[src/rtl/sem_multi_ctrl.sv]
// rtl/sem_multi_ctrl.sv - multi-channel level-crossing semaphore controller
// Shared register port and profile RAM; one timing FSM per channel.
module sem_multi_ctrl #(
  parameter int N_CH       = 2,
  parameter int PROF_DEPTH = 4,
  parameter int DUR_W      = 8,
  parameter int TICK_DIV   = 1000
) (
  input  logic                          clk,
  input  logic                          clrn,
  input  logic                          ctl_wr,
  input  logic                          ctl_rd,
  input  logic [1:0]                    ctl_addr,
  input  logic [31:0]                   ctl_wrdata,
  output logic [31:0]                   ctl_rddata,
  input  logic                          ram_wr,
  input  logic [$clog2(PROF_DEPTH)-1:0] ram_addr,
  input  logic [4*DUR_W-1:0]            ram_wrdata,
  input  logic [N_CH-1:0]               train,
  output logic [N_CH-1:0]               red,
  output logic [N_CH-1:0]               yellow,
  output logic [N_CH-1:0]               green
);

  localparam int PW    = $clog2(PROF_DEPTH);
  localparam int WW    = 4 * DUR_W;
  localparam int PRE_W = $clog2(TICK_DIV);
  localparam int BLK_W = $clog2(2 * TICK_DIV);

  typedef enum logic [2:0] {
    S_DIS, S_RED_CLR, S_GMIN, S_GREEN, S_YELLOW, S_RED_OCC
  } st_t;

  logic                 enable;
  logic                 blink;
  logic [N_CH*PW-1:0]   psel;
  logic [31:0]          cnt;
  logic [N_CH-1:0]      fault;
  logic [WW-1:0]        prof_ram [PROF_DEPTH];

  st_t                  state [N_CH];
  st_t                  nxt   [N_CH];
  logic [WW-1:0]        prof  [N_CH];
  logic [PRE_W-1:0]     pre   [N_CH];
  logic [DUR_W-1:0]     tck   [N_CH];
  logic [BLK_W-1:0]     bcnt  [N_CH];
  logic [DUR_W-1:0]     dur   [N_CH];
  logic [DUR_W-1:0]     tlim  [N_CH];
  logic [DUR_W:0]       tck_inc [N_CH];
  logic [DUR_W:0]       dmax  [N_CH];
  logic [N_CH-1:0]      pend;
  logic [N_CH-1:0]      tick, done, tmo, served, entry, latch;
  logic [31:0]          inc;
  logic [31:0]          status;
  logic [31:0]          rd_mux;
  logic                 unused;

  assign unused = &{1'b0, ctl_wrdata};

  // Profile RAM has no reset; a write is seen by the asynchronous read next cycle.
  always_ff @(posedge clk) begin
    if (ram_wr) prof_ram[ram_addr] <= ram_wrdata;
  end

  always_comb begin
    inc = '0;
    for (int c = 0; c < N_CH; c++) begin
      tick[c]    = (pre[c] == PRE_W'(TICK_DIV - 1));
      tlim[c]    = prof[c][4*DUR_W-1:3*DUR_W];
      tck_inc[c] = {1'b0, tck[c]} + (DUR_W+1)'(1);
      case (state[c])
        S_RED_CLR: dur[c] = prof[c][3*DUR_W-1:2*DUR_W];
        S_GMIN:    dur[c] = prof[c][DUR_W-1:0];
        S_YELLOW:  dur[c] = prof[c][2*DUR_W-1:DUR_W];
        default:   dur[c] = tlim[c];
      endcase
      dmax[c] = (dur[c] == '0) ? (DUR_W+1)'(1) : {1'b0, dur[c]};
      done[c] = tick[c] && (tck_inc[c] >= dmax[c]);

      nxt[c] = state[c];
      if (!enable) begin
        nxt[c] = S_DIS;
      end else begin
        case (state[c])
          S_DIS:     nxt[c] = S_RED_CLR;
          S_RED_CLR: if (train[c]) nxt[c] = S_RED_OCC;
                     else if (done[c]) nxt[c] = S_GMIN;
          S_GMIN:    if (done[c]) nxt[c] = (pend[c] || train[c]) ? S_YELLOW : S_GREEN;
          S_GREEN:   if (train[c]) nxt[c] = S_YELLOW;
          S_YELLOW:  if (done[c]) nxt[c] = S_RED_OCC;
          S_RED_OCC: if (!train[c]) nxt[c] = S_RED_CLR;
          default:   nxt[c] = S_DIS;
        endcase
      end

      entry[c]  = (nxt[c] != state[c]);
      latch[c]  = (state[c] == S_DIS && nxt[c] == S_RED_CLR) ||
                  (state[c] != S_YELLOW && nxt[c] == S_YELLOW);
      served[c] = enable && state[c] == S_RED_OCC && !train[c];
      // tck saturates, so the timeout fires once per red-occupied visit
      tmo[c]    = enable && state[c] == S_RED_OCC && train[c] && tick[c] &&
                  tlim[c] != '0 && tck_inc[c] == {1'b0, tlim[c]};
      inc       = inc + 32'(served[c]);
    end
  end

  always_ff @(posedge clk) begin
    for (int c = 0; c < N_CH; c++) begin
      if (!clrn) begin
        state[c] <= S_DIS;
        prof[c]  <= '0;
        pre[c]   <= '0;
        tck[c]   <= '0;
        bcnt[c]  <= '0;
        pend[c]  <= 1'b0;
      end else begin
        state[c] <= nxt[c];
        if (latch[c]) prof[c] <= prof_ram[psel[c*PW +: PW]];
        if (entry[c]) begin
          pre[c] <= '0;
          tck[c] <= '0;
        end else if (tick[c]) begin
          pre[c] <= '0;
          if (tck[c] != '1) tck[c] <= tck[c] + DUR_W'(1);
        end else begin
          pre[c] <= pre[c] + PRE_W'(1);
        end
        if (!enable || (entry[c] && nxt[c] == S_YELLOW)) pend[c] <= 1'b0;
        else if (state[c] == S_GMIN && train[c]) pend[c] <= 1'b1;
        // Blink phase is held at zero outside DIS-with-blink so it restarts lit.
        if (state[c] != S_DIS || !blink) bcnt[c] <= '0;
        else if (bcnt[c] == BLK_W'(2 * TICK_DIV - 1)) bcnt[c] <= '0;
        else bcnt[c] <= bcnt[c] + BLK_W'(1);
      end
    end
  end

  always_comb begin
    status = '0;
    for (int c = 0; c < N_CH; c++) begin
      red[c]    = (state[c] == S_RED_CLR) || (state[c] == S_RED_OCC);
      green[c]  = (state[c] == S_GMIN) || (state[c] == S_GREEN);
      yellow[c] = (state[c] == S_YELLOW) ||
                  (state[c] == S_DIS && blink && bcnt[c] < BLK_W'(TICK_DIV));
      status[3*c +: 3] = {red[c], yellow[c], green[c]};
      status[24+c]     = fault[c];
    end
  end

  always_comb begin
    case (ctl_addr)
      2'd0:    rd_mux = {30'd0, blink, enable};
      2'd1:    rd_mux = 32'(psel);
      2'd2:    rd_mux = cnt;
      default: rd_mux = status;
    endcase
  end

  always_ff @(posedge clk) begin
    if (!clrn) begin
      enable     <= 1'b0;
      blink      <= 1'b0;
      psel       <= '0;
      cnt        <= '0;
      fault      <= '0;
      ctl_rddata <= '0;
    end else begin
      if (ctl_wr && ctl_addr == 2'd0) begin
        enable <= ctl_wrdata[0];
        blink  <= ctl_wrdata[1];
      end
      if (ctl_wr && ctl_addr == 2'd1) psel <= ctl_wrdata[N_CH*PW-1:0];
      if (ctl_wr && ctl_addr == 2'd2) cnt <= '0;
      else cnt <= cnt + inc;
      if (ctl_wr && ctl_addr == 2'd0 && ctl_wrdata[2]) fault <= tmo;
      else fault <= fault | tmo;
      if (ctl_rd) ctl_rddata <= rd_mux;
    end
  end

endmodule

[config.mk]
export PLATFORM = sky130hd
export DESIGN_NAME = sem_multi_ctrl
export DESIGN_NICKNAME = d
export VERILOG_FILES = /design/src/rtl/sem_multi_ctrl.sv
export SDC_FILE = /design/constraint.sdc
export NUM_CORES = 1
export LEC_CHECK = 0
export CAP_MARGIN = 20
export CORE_ASPECT_RATIO = 1.5
export CORE_MARGIN = 2
export CORE_UTILIZATION = 40
export CTS_CLUSTER_SIZE = 28
export DETAILED_ROUTE_END_ITERATION = 6
export HOLD_SLACK_MARGIN = 0.15
export SKIP_LAST_GASP = 1
export SYNTH_ARGS = -nofsm -noshare
export SYNTH_HDL_FRONTEND = slang
export SYNTH_SLANG_ARGS = --single-unit
[constraint.sdc]
create_clock -name clk -period 14.45 [get_ports clk]
set_clock_uncertainty 0.2 [all_clocks]
set_input_delay 4.335 -clock clk [delete_from_list [all_inputs] [get_ports clk]]
set_output_delay 4.335 -clock clk [all_outputs]
set_load 0.02 [all_outputs]
; Word level (Yosys, flattened, before mapping)
; Memories as Yosys holds them, arrays and structs flattened. A register that Yosys moved wholly into a read port is not among the register bits.
; Cells that the tools add are included.
; Widths: inputs -> output; s select.
[totals]
in_bits = 75
ram_bits = 256
out_inout_bits = 38
register_bits = 74
memories = 6
wordCells = 250
[classes]
bitwise = 22
eq_ne = 28
magnitude_cmp = 4
reduce_logical = 60
muxes = 112
add_sub_neg = 10
[memory_table]
columns = name, depth, width, read_ports, rd_ports_with_merged_regs, write_ports, line
row1 = prof_ram, 4, 32, 2, 2, 1, 39  ; logic [WW-1:0] prof_ram [PROF_DEPTH];
row2 = prof, 2, 32, 2, 0, 2, 43  ; logic [WW-1:0] prof [N_CH];
row3 = bcnt, 2, 11, 2, 0, 2, 46  ; logic [BLK_W-1:0] bcnt [N_CH];
row4 = pre, 2, 10, 2, 0, 2, 44  ; logic [PRE_W-1:0] pre [N_CH];
row5 = tck, 2, 8, 2, 0, 2, 45  ; logic [DUR_W-1:0] tck [N_CH];
row6 = state, 2, 3, 2, 0, 2, 41  ; st_t state [N_CH];
[op_table]
columns = op, count
row1 = $pmux 32 s3, 1
row2 = $mux 11, 6
row3 = $mux 1, 64
row4 = $mux 32, 2
row5 = $mux 10, 6
row6 = $mux 3, 18
row7 = $mux 8, 6
row8 = $pmux 8 s3, 2
row9 = $pmux 3 s6, 2
row10 = $add 32x2->32, 1
row11 = $logic_and 1x1->1, 30
row12 = $add 11x1->11 const B, 2
row13 = $eq 11x11->1 const B, 2
row14 = $lt 11x10->1 const B, 2
row15 = $add 10x1->10 const B, 2
row16 = $eq 10x10->1 const B, 2
row17 = $or 1x1->1, 20
row18 = $add 8x1->9 const B, 2
row19 = $eq 3x3->1 const B, 6
row20 = $eq 9x8->1, 2
row21 = $ge 9x8->1, 2
row22 = $add 8x1->8 const B, 2
row23 = $logic_not 8->1, 2
row24 = $ne 8x8->1 const B, 2
row25 = 17 further kinds, 50

; Logic depth before layout (Yosys ltp)
; Gate-level depths: netlist of run 1.
; An unclocked memory read counts as a cell.
[depth]
word_depth = 18
ltp_mapped = 17
ltp_nobuf = 15

; Worst setup path before layout of run 1
; OpenSTA, ideal clock, no wires.
[synth_path]
path_type = input -> register
start = input port train[0]
end = memory prof[0][0] (netlist bit) (enable)
setup_ns = 0.466
n_path_buf = 1
t_arrival_ns = 7.752
stages = 5
setup_slack_ns = 6.033
required_time_ns = 13.784
cell_sequence = clkbuf_1 > o32a_1 > mux2i_1 > mux2_4 > o21ai_0
[synth_lines]
columns = element, line
row1 = start: declaration, 19  ; input logic [N_CH-1:0] train,
row2 = end: declaration, 43

; Final worst setup path of run 1
[layout_path]
start = input port train[0]
end = register cnt[30]
[layout_via]
elab_chain_cells = 4
[layout_rtl]
columns = element, line
row1 = $logic_not 1->1, 99  ; served[c] = enable && state[c] == S_RED_OCC && !train[c];
row2 = $logic_and 1x1->1, 99
row3 = $add 1x1->2, 103  ; inc = inc + 32'(served[c]);
row4 = $add 32x2->32, 174  ; else cnt <= cnt + inc;
row5 = end signal: assignment, 174
row6 = end: declaration, 37  ; logic [31:0] cnt;
; Every way passes these cells.
; A chain may end at the register's enable or synchronous reset.

==> results of run 1 <==
## tightest hold or removal path: cells and delay by family, from the launching register on
family / cells / cell delay (ns)
flops: 1 / 0.30
compound gates: 1 / 0.06
simple gates: 1 / 0.05
## metal layers
metal | global-route usage [%] | vias up | routed length (um)
met2 | 31.5 | 195 | 18100
met1 | 20.0 | 5007 | 14000
li1 | - | 4923 | -
met3 | 2.26 | 55 | 1200
met5 | 0 | - | 0
met4 | 6.62 | 0 | 1080
## worst min path at each step
| stage | depth (start not counted) | to |
|---|---|---|
| after floorplan | 2 | fault[1] |
| after global placement | 1 | ctl_rddata[3] |
| after detailed placement | 2 | ctl_rddata[1] |
| after CTS | 2 | ctl_rddata[1] |
| after global routing | 2 | ctl_rddata[1] |
| final | 2 | ctl_rddata[1] |
## final cells by class
class | instances | area, um2
clock buffer | 49 | 973
clock inverter | 13 | 101
fill | 3541 | 20800
inverter | 34 | 128
multi-input combinational | 879 | 6380
sequential | 334 | 9190
tap | 500 | 626
timing repair buffer | 101 | 988
## registers in the layout, indices dropped and copies added, names as in the netlist, named ones only
| register | flops |
|---|---|
| fault | 2 |
| pend | 2 |
| state | 6 |
| bcnt | 22 |
| pre | 20 |
| blink | 1 |
| prof_ram | 128 |
| tck | 16 |
| psel | 4 |
| prof | 64 |
| ctl_rddata | 32 |
| cnt | 32 |
| enable | 1 |
## stage by stage
step                power, uW  setup slack [ns]
finish                   2090              7.22
global route             2160              6.98
CTS                      2110              7.20
detailed placement       1250              6.64
global placement         1250              6.69
floorplan                1200              6.03
## synth_stat cells, types with 41 or more instances
master and instances:
mux4_2 66, xor2_1 42, nor2_1 157, clkbuf_1 50
edfxtp_1 250, nand3_1 45, a21oi_1 49, xnor2_1 41
and3_1 53, dfxtp_1 84, nor2b_1 68, nand2_1 84
## cell families (layout without fill, tap and decap cells)
| kind of cell | count (synthesis) | in the layout | share of synthesized area, % |
|---|---|---|---|
| other | 1 | 42 | 0.0237 |
| AO/OA/AOI/OAI | 151 | 151 | 6.48 |
| multiplexers | 85 | 85 | 10.7 |
| XOR/XNOR | 83 | 83 | 4.60 |
| AND/OR/NAND/NOR | 494 | 494 | 15.5 |
| flip-flops | 334 | 334 | 58.2 |
| adder cells (fa/ha/maj) | 24 | 24 | 1.95 |
| buffers and inverters | 97 | 197 | 2.50 |
## power breakdown
| part | total [uW] | switching (uW) | internal, uW |
|---|---|---|---|
| registers | 1090 | 23.2 | 1070 |
| clock network | 855 | 365 | 490 |
| logic | 136 | 74.8 | 60.8 |
==> summary.txt, run 1 <==
Run status
  • Outcome: complete, no violations

Critical path
  • Setup crit start: train[0]
  • Worst r2r dst: prof[0][26]
  • CP Max Fanout: 11
  • Worst reg-to-reg setup slack: 9.18 ns
  • Crit path DAT: 7.49 ns
  • Worst Setup End Kind: flip-flop
  • R2r startpoint: state[0][1]
  • WS Path Type: input port to flip-flop
  • CP Launch Type: input port
  • Most common cell on crit path: nand3_1
  • R2R cell count: 15
  • Slowest-stage cell, CP: or4_1
  • Worst stage delay on the critical path: 0.65 ns
  • Worst path depth: 10
  • CP Buf/Inv Count: 2
  • CP Capture Point: cnt[30]
  • Largest delay share family, worst path: simple AND/OR/NAND/NOR gates
  • Worst path cell trace: clkdlybuf4s50_1 > or4_1 > fa_1 > inv_1 > ha_1 > nand3_1 > nor3_2 > nand3_1 > or3_1 > a21oi_1
  • Crit path required time: 14.71 ns

Cells and area
  • Area grow syn2layout: 16.4%
  • Share of layout cells above drive strength 1: 10.9%
  • Layout Nets: 1484
  • Fin util: 46.9%
  • Commonest non-fill, non-tap cell in the layout: edfxtp_1
  • Finished Cell Area: ~18000 um2
  • Most frequent cells in the layout: edfxtp_1, nor2_1, nand2_1, clkdlybuf4s50_1, dfxtp_1
  • Ant diodes: 0
  • Non-Filler Instances: 1910

Global route
  • Wire length of the first global-routing pass: 55900 um
  • Via count of the first global-routing pass: 10370
  • Largest net degree at the start of global routing: 54
  • Grt ovf: 0
  • All-Layer GR Usage: 17.0%
  • Antenna violations before repair: 0

Placement
  • Port bufs: 84
  • DP Area: between 15000 and 20000 um2
  • Final HPWL DP: 23700 um
  • Routability-driven placement congestion ratio: between 0.9 and 1
  • DP Cell Count: roughly 1800

Clock tree
  • Resize count post-CTS: 0
  • Clock root cell: clkbuf_16
  • Clock Latency Late Sink: 0.53 ns
  • H-tree Lvls: 2
  • Bufs on Longest Clock Path: 3
  • # Post-CTS Setup Buffers: 0
  • Cts bufs inserted: 35
  • CTS tree: built
  • Clock sink count: 334
  • CTS clk-pin slew, worst paths: 0.06 ns
  • # hold bufs at CTS: 0

Routing
  • Wire length per cell: between 15 and 20 um
  • Drt pass-1 iters: 5
  • Via count: 10180
  • Detail-routed via count per cell: 5.33
  • ANT nets after route: 0
  • DR iter-0 viols: around 700
  • Post-route DRC: 0
  • Final wirelength: 34400 um

Power and ir drop
  • Leakage: between 0.006 and 0.007 uW
  • Power per cell area: 113 nW/um2
  • VDD IR max: approximately 0.094 mV

Synthesis
  • Yosys top cell by area: edfxtp_1
  • Synthesized cell area: 15800 um2
  • Sequential-to-total area share from yosys stat: 58.2%
  • Yosys reg bits: 334
  • Top FF cell, synth: edfxtp_1
  • EDFF count, synth: 250
  • Count of cell types in the netlist: 64
  • Share of the synthesized area in the top cell type: between 40% and 50%
  • Ys Warns: 0
  • Synth async-reset ratio: 0%
  • Synth area leaders: edfxtp_1, dfxtp_1, mux4_2, nor2_1, nor2b_1
  • Syn Inst Count: 1269
  • Avg Cell Area, Syn: 12.4 um2

Timing
  • Final hold vios: 0
  • Setup TNS: 0 ns
  • Fmax: 0.138 GHz
  • Rel. slew slack: 35.3%
  • Minimum clock period: 7.23 ns
  • Fin. max-slew vios: 0
  • Final worst path period share: 50.0%
  • Worst Max-Slew Pin Slew: between 0.9 and 1 ns
  • Setup Viol. Count Final: 0
  • RSZ-0062 raised after global routing: no
  • Worst hold slack: 0.266 ns

Floorplanning
  • Die W: 166 um
  • Die outline area: 41100 um2
  • Die Y: 247 um
  • Core area: roughly 39000 um2
  • Row Count: 89
  • Initial Util: approximately 40%
  • Top-Level Pins: 113

Worst hold path
  • Tightest Hold Check Type: flip-flop to flip-flop
  • Worst Min Path Start: ctl_rddata[1]

Job
  • Max cap viols: 0
(Power assumes the default switching activity.)
==> run 2: changes to the inputs <==
==> constraint.sdc (replaced) <==
create_clock -name clk -period 5.79 [get_ports clk]
set_clock_uncertainty 0.2 [all_clocks]
set_input_delay 1.737 -clock clk [delete_from_list [all_inputs] [get_ports clk]]
set_output_delay 1.737 -clock clk [all_outputs]
set_load 0.02 [all_outputs]
==> run 2 against run 1 <==
Critical path depth is 5 higher. Sequential power grew to 2.5 times the previous value. Final area is 0.52% higher. Routed wire length is 1.5% higher. Highest routed layer unchanged.
==> summary.txt, run 2 (synthesis gave the netlist of run 1 again) <==
Placement
  • Port bufs: 84
  • Final HPWL DP: 24000 um
  • Routability-driven placement congestion ratio: 0.894
  • DP Cell Count: 1848

Cells and area
  • Fillers: 3554
  • Ant diodes: 0
  • Commonest non-fill, non-tap cell in the layout: edfxtp_1
  • Share of layout cells above drive strength 1: 11.6%
  • Non-Filler Instances: about 1900
  • Area grow syn2layout: 17.0%
  • Largest reg by FF count: prof_ram
  • Fin util: 47.1%
  • Layout Nets: around 1500
  • Most frequent cells in the layout: edfxtp_1, nor2_1, nand2_1, clkdlybuf4s50_1, dfxtp_1
  • Max reg flops: 128
  • Biggest regs: prof_ram: 128 flops, prof: 64 flops

Clock tree
  • Clock Latency Late Sink: 0.53 ns
  • CTS tree: built
  • Resize count post-CTS: 0
  • Bufs on Longest Clock Path: 3
  • Clock sink count: 334
  • H-tree Lvls: 2
  • # Post-CTS Setup Buffers: 0
  • Cts bufs inserted: 34
  • Clock root cell: clkbuf_16
  • CTS clk-pin slew, worst paths: ~0.070 ns
  • # hold bufs at CTS: 0

Critical path
  • R2R cell count: 15
  • CP Capture Point: prof[0][30]
  • Worst reg-to-reg setup slack: 0.49 ns
  • Crit path DAT: 5.27 ns
  • Worst r2r dst: prof[0][30]
  • CP Launch Type: flip-flop
  • Worst Setup End Kind: flip-flop
  • CP Max Fanout: 33
  • Crit path required time: about 5.8 ns
  • Slowest-stage cell, CP: nor2_1
  • Worst path cell trace: inv_1 > nor2_1 > o31ai_1 > a221oi_1 > nand3_1 > o21ai_0 > ha_1 > nor2_1 > a21oi_1 > o31ai_1 > a31oi_4 > mux2i_1 > mux2_4 > o21ai_2 > buf_4
  • WS Path Type: flip-flop to flip-flop
  • Worst stage delay on the critical path: between 0.5 and 0.6 ns
  • Setup crit start: state[0][1]
  • R2r startpoint: state[0][1]

Global route
  • Largest net degree at the start of global routing: 41
  • All-Layer GR Usage: 17.2%
  • Wire length of the first global-routing pass: 56500 um
  • Antenna violations before repair: 0
  • Grt ovf: 0
  • Via count of the first global-routing pass: 10651

Floorplanning
  • Row Count: 89
  • Die outline area: around 40000 um2
  • Core area: 39200 um2
  • Die W: between 150 and 200 um
  • Top-Level Pins: 113
  • Die Y: about 250 um
  • Initial Util: 40.3%

Timing
  • Fmax: 0.189 GHz
  • Rel. slew slack: 34.6%
  • Minimum clock period: 5.30 ns
  • Setup TNS: 0 ns
  • Final worst path period share: 91.6%
  • Final hold vios: 0
  • Worst Max-Slew Pin Slew: 0.981 ns
  • Fin. max-slew vios: 0
  • RSZ-0062 raised after global routing: no
  • Setup Viol. Count Final: 0

Routing
  • Post-route DRC: 0
  • DR iter-0 viols: 681
  • Via count: a little over 10000
  • Final wirelength: 34900 um
  • Wire length per cell: roughly 18 um
  • ANT nets after route: 0
  • Drt pass-1 iters: 5
  • Detail-routed via count per cell: about 5.3

Power and ir drop
  • Total power draw: between 5000 and 6000 uW
  • VDD IR max: 0.275 mV
  • Leakage: 0.00645 uW
  • Power per cell area: just under 300 nW/um2

Worst hold path
  • Tightest Hold Check Type: flip-flop to flip-flop

Job
  • Max cap viols: 0

Run status
  • Outcome: complete, no violations
-- run 2: cell count changes in the layout (fill, tap and decap cells not counted), moves of 2 or more --
| cell | previous run | this run |
|---|---|---|
| clkbuf_1 | 10 | 2 |
| clkinv_2 | 3 | 7 |
| bufinv_16 | 1 | 4 |
| buf_2 | 0 | 2 |
| clkbuf_4 | 2 | 0 |
| clkinv_4 | 0 | 2 |
| inv_4 | 0 | 2 |
| inv_6 | 2 | 0 |
-- run 2: metrics by stage --
stage	worst slack (ns)	hold slack [ns]	instance area [um2]
3_5_place_dp	0.609	0.249	17300
6_report	0.487	0.258	18500
5_1_grt	0.0385	0.273	18500
3_3_place_gp	0.640	0.252	17300
4_1_cts	0.534	0.259	18400
2_1_floorplan	0.429	0.225	15900
-- run 2: worst min path at each step --
stage,from,to,depth (start not counted)
6_report,ctl_rddata[1],ctl_rddata[1],2
3_5_place_dp,ctl_rddata[1],ctl_rddata[1],2
2_1_floorplan,fault[1],fault[1],2
5_1_grt,ctl_rddata[1],ctl_rddata[1],2
4_1_cts,ctl_rddata[1],ctl_rddata[1],2
3_3_place_gp,ctl_rddata[1],ctl_rddata[1],2
-- run 2: per-layer routing --
| metal | up-vias | global-route usage [%] | share of wire (%) |
|---|---|---|---|
| met3 | 64 | 2.20 | 3.0 |
| li1 | 4922 | - | - |
| met5 | - | 0 | 0 |
| met2 | 178 | 33.0 | 54 |
| met4 | 0 | 6.16 | 3.0 |
| met1 | 4948 | 19.7 | 40 |
-- run 2: cell type report --
| cell class | instances | area (um2) | area share [%] |
|---|---|---|---|
| multi-input combinational | 879 | 6380 | 34.5 |
| sequential | 334 | 9190 | 49.7 |
| timing repair buffer | 103 | 1010 | 5.48 |
| clock inverter | 24 | 248 | 1.34 |
| inverter | 34 | 128 | 0.691 |
| tap | 500 | 626 | 3.39 |
| clock buffer | 38 | 897 | 4.85 |
-- run 2: power breakdown --
part / internal [uW] / switching [uW]
Clock: 1310 / 956
Combinational: 152 / 186
Sequential: 2670 / 57.1
Total: 4130 / 1200
-- run 2: worst max-delay path, delay by kind of cell (launching register included) --
family                   cells  cell delay, ns
AND/OR/NAND/NOR              3            0.80
buffers and inverters        2            0.55
AO/OA/AOI/OAI                7            1.90
multiplexers                 2            0.76
flip-flops                   1            0.44
adder cells (fa/ha/maj)      1            0.26
==> run 3: changes to the inputs <==
--- a/config.mk
+++ b/config.mk
@@ -8,10 +8,11 @@
 export CAP_MARGIN = 20
 export CORE_ASPECT_RATIO = 1.5
 export CORE_MARGIN = 2
-export CORE_UTILIZATION = 40
-export CTS_CLUSTER_SIZE = 28
+export CORE_UTILIZATION = 53
+export CTS_CLUSTER_SIZE = 30
 export DETAILED_ROUTE_END_ITERATION = 6
 export HOLD_SLACK_MARGIN = 0.15
+export PLACE_DENSITY = 0.76
 export SKIP_LAST_GASP = 1
 export SYNTH_ARGS = -nofsm -noshare
 export SYNTH_HDL_FRONTEND = slang
==> run 3 against run 2 <==
Setup slack better by 0.017 ns. Combinational power down 2%. Sequential power about the same. Count of clock-buffer cells in the layout down 2. Die area down 24%. Power down 3.6%. Fmax up 0.33%. Routed wire length down 7.4%. Core utilization up 15 points. Sequential cell count unchanged. Register-to-register slack better by 0.02 ns. Critical path type unchanged. Largest power group unchanged.
==> summary.txt, run 3 (synthesis gave the netlist of run 1 again) <==
Timing
  • RSZ-0062 raised after global routing: no
  • Fmax: 0.189 GHz
  • Final worst path period share: about nine tenths
  • Setup TNS: 0 ns
  • Fin. max-slew vios: 0
  • Worst Max-Slew Pin Slew: about 1.0 ns
  • Minimum clock period: approximately 5.3 ns
  • Final hold vios: 0
  • Setup Viol. Count Final: 0
  • Rel. slew slack: 30.0%

Clock tree
  • H-tree Lvls: 1
  • Clock root cell: clkbuf_16
  • # hold bufs at CTS: 0
  • Clock Latency Late Sink: about 0.57 ns
  • Clock sink count: between 300 and 400
  • Resize count post-CTS: 0
  • Cts bufs inserted: 31
  • CTS tree: built
  • Bufs on Longest Clock Path: 3
  • CTS clk-pin slew, worst paths: 0.06 ns
  • # Post-CTS Setup Buffers: 0

Critical path
  • Crit path required time: around 5.8 ns
  • Worst path depth: 15
  • Largest delay share family, worst path: compound AO/OA/AOI/OAI gates
  • Crit path DAT: 5.31 ns
  • Worst Setup End Kind: flip-flop
  • CP Launch Type: flip-flop
  • Worst path cell trace: inv_1 > nor2_1 > o31ai_1 > a221oi_1 > nand4_1 > o21ai_0 > ha_1 > nor2_1 > a21oi_1 > o31ai_1 > a31oi_4 > mux2i_1 > mux2_4 > o21ai_2 > buf_4
  • Worst stage delay on the critical path: 0.56 ns
  • CP Buf/Inv Count: 2
  • CP Max Fanout: 33
  • Slowest-stage cell, CP: nor2_1
  • Worst reg-to-reg setup slack: ~0.50 ns
  • Worst r2r dst: prof[0][30]
  • R2R cell count: 15
  • CP Capture Point: prof[0][30]
  • WS Path Type: flip-flop to flip-flop
  • R2r startpoint: state[0][1]
  • Setup crit start: state[0][1]

Global route
  • Largest net degree at the start of global routing: 39
  • Via count of the first global-routing pass: approximately 10000
  • Wire length of the first global-routing pass: approximately 53000 um
  • Antenna violations before repair: 0
  • All-Layer GR Usage: 21.1%
  • Grt ovf: 0

Cells and area
  • Most frequent cells in the layout: edfxtp_1, nor2_1, nand2_1, clkdlybuf4s50_1, dfxtp_1
  • Commonest non-fill, non-tap cell in the layout: edfxtp_1
  • Biggest regs: prof_ram: 128 flops, prof: 64 flops
  • Max reg flops: 128
  • Share of layout cells above drive strength 1: between 10% and 20%
  • Finished Cell Area: 18200 um2
  • Largest reg by FF count: prof_ram
  • Area grow syn2layout: 15.3%
  • Layout Nets: between 1000 and 1500
  • Ant diodes: 0

Routing
  • ANT nets after route: 0
  • Drt pass-1 iters: 5
  • Detail-routed via count per cell: 5.63
  • Wire length per cell: between 15 and 20 um
  • DR iter-0 viols: about 760
  • Post-route DRC: 0
  • Via count: 10147
  • Final wirelength: between 30000 and 40000 um

Floorplanning
  • Die outline area: roughly 31000 um2
  • Die W: 145 um
  • Top-Level Pins: 113
  • Initial Util: 53.7%
  • Core area: 29400 um2
  • Row Count: 77
  • Die Y: 215 um

Worst hold path
  • Tightest Hold Check Type: flip-flop to flip-flop

Placement
  • Port bufs: 84
  • DP Area: ~17000 um2
  • Final HPWL DP: 22400 um
  • Routability-driven placement congestion ratio: 0.910

Power and ir drop
  • VDD IR max: slightly above 0.3 mV
  • Leakage: 0.00635 uW
  • Power per cell area: 283 nW/um2

Run status
  • Outcome: complete, no violations

Job
  • Max cap viols: 0
## run 3: cell types whose count changed in the layout (fill, tap and decap cells not counted), sizes merged
cell           change
clkbuf             -3
bufinv             +1
clkinv             -8
inv                -1
clkinvlp           +5
clkdlybuf4s50      +1
buf                -1
## run 3: area by class of cell
class / count / area, um2
timing repair buffer: 102 / 976
tap: 395 / 494
multi-input combinational: 879 / 6380
sequential: 334 / 9190
inverter: 34 / 128
fill: 2273 / 11200
clock buffer: 36 / 795
clock inverter: 21 / 245
## run 3: worst reg2reg max path, delay by kind of cell, from the launching register on
family          cells  cell delay (ns)
flops               1             0.45
compound gates      7             1.89
buf+inv             2             0.54
fa+ha+maj           1             0.25
simple gates        3             0.81
mux                 2             0.79
## run 3: worst min path at each step
stage                  startpoint             to  cells past startpoint
global placement    ctl_rddata[1]  ctl_rddata[1]                      2
detailed placement  ctl_rddata[1]  ctl_rddata[1]                      2
floorplan                fault[1]       fault[1]                      2
CTS                 ctl_rddata[1]  ctl_rddata[1]                      2
global route        ctl_rddata[1]  ctl_rddata[1]                      2
finish              ctl_rddata[1]  ctl_rddata[1]                      2
## run 3: report_power, final
group          internal, uW  switching [uW]  leakage, uW  total, uW
Combinational           150             180      0.00275        330
Sequential             2670            57.0      0.00312       2730
Clock                  1210             877     0.000488       2080
## run 3: stage by stage
| stage | hold slack [ns] | total power [uW] | std cells | setup slack [ns] | utilization, % |
|---|---|---|---|---|---|
| 6_report | 0.271 | 5140 | 1801 | 0.504 | 62.0 |
| 5_1_grt | 0.327 | 5320 | 1801 | 0.130 | 62.0 |
| 4_1_cts | 0.279 | 5190 | 1801 | 0.517 | 62.0 |
| 3_5_place_dp | 0.271 | 3110 | 1744 | 0.530 | 58.4 |
| 3_3_place_gp | 0.246 | 3100 | 1743 | 0.693 | 58.4 |
| 2_1_floorplan | 0.225 | 2980 | 1310 | 0.429 | - |
## run 3: routing by layer
| metal | global-route usage (%) | wire [um] | up-vias | part of all wire, % |
|---|---|---|---|---|
| li1 | - | - | 4902 | - |
| met1 | 24.5 | 12400 | 4959 | 38 |
| met2 | 40.1 | 17500 | 236 | 54 |
| met3 | 2.49 | 1450 | 50 | 4.5 |
| met4 | 7.36 | 924 | 0 | 2.9 |
| met5 | 0 | 0 | - | 0 |
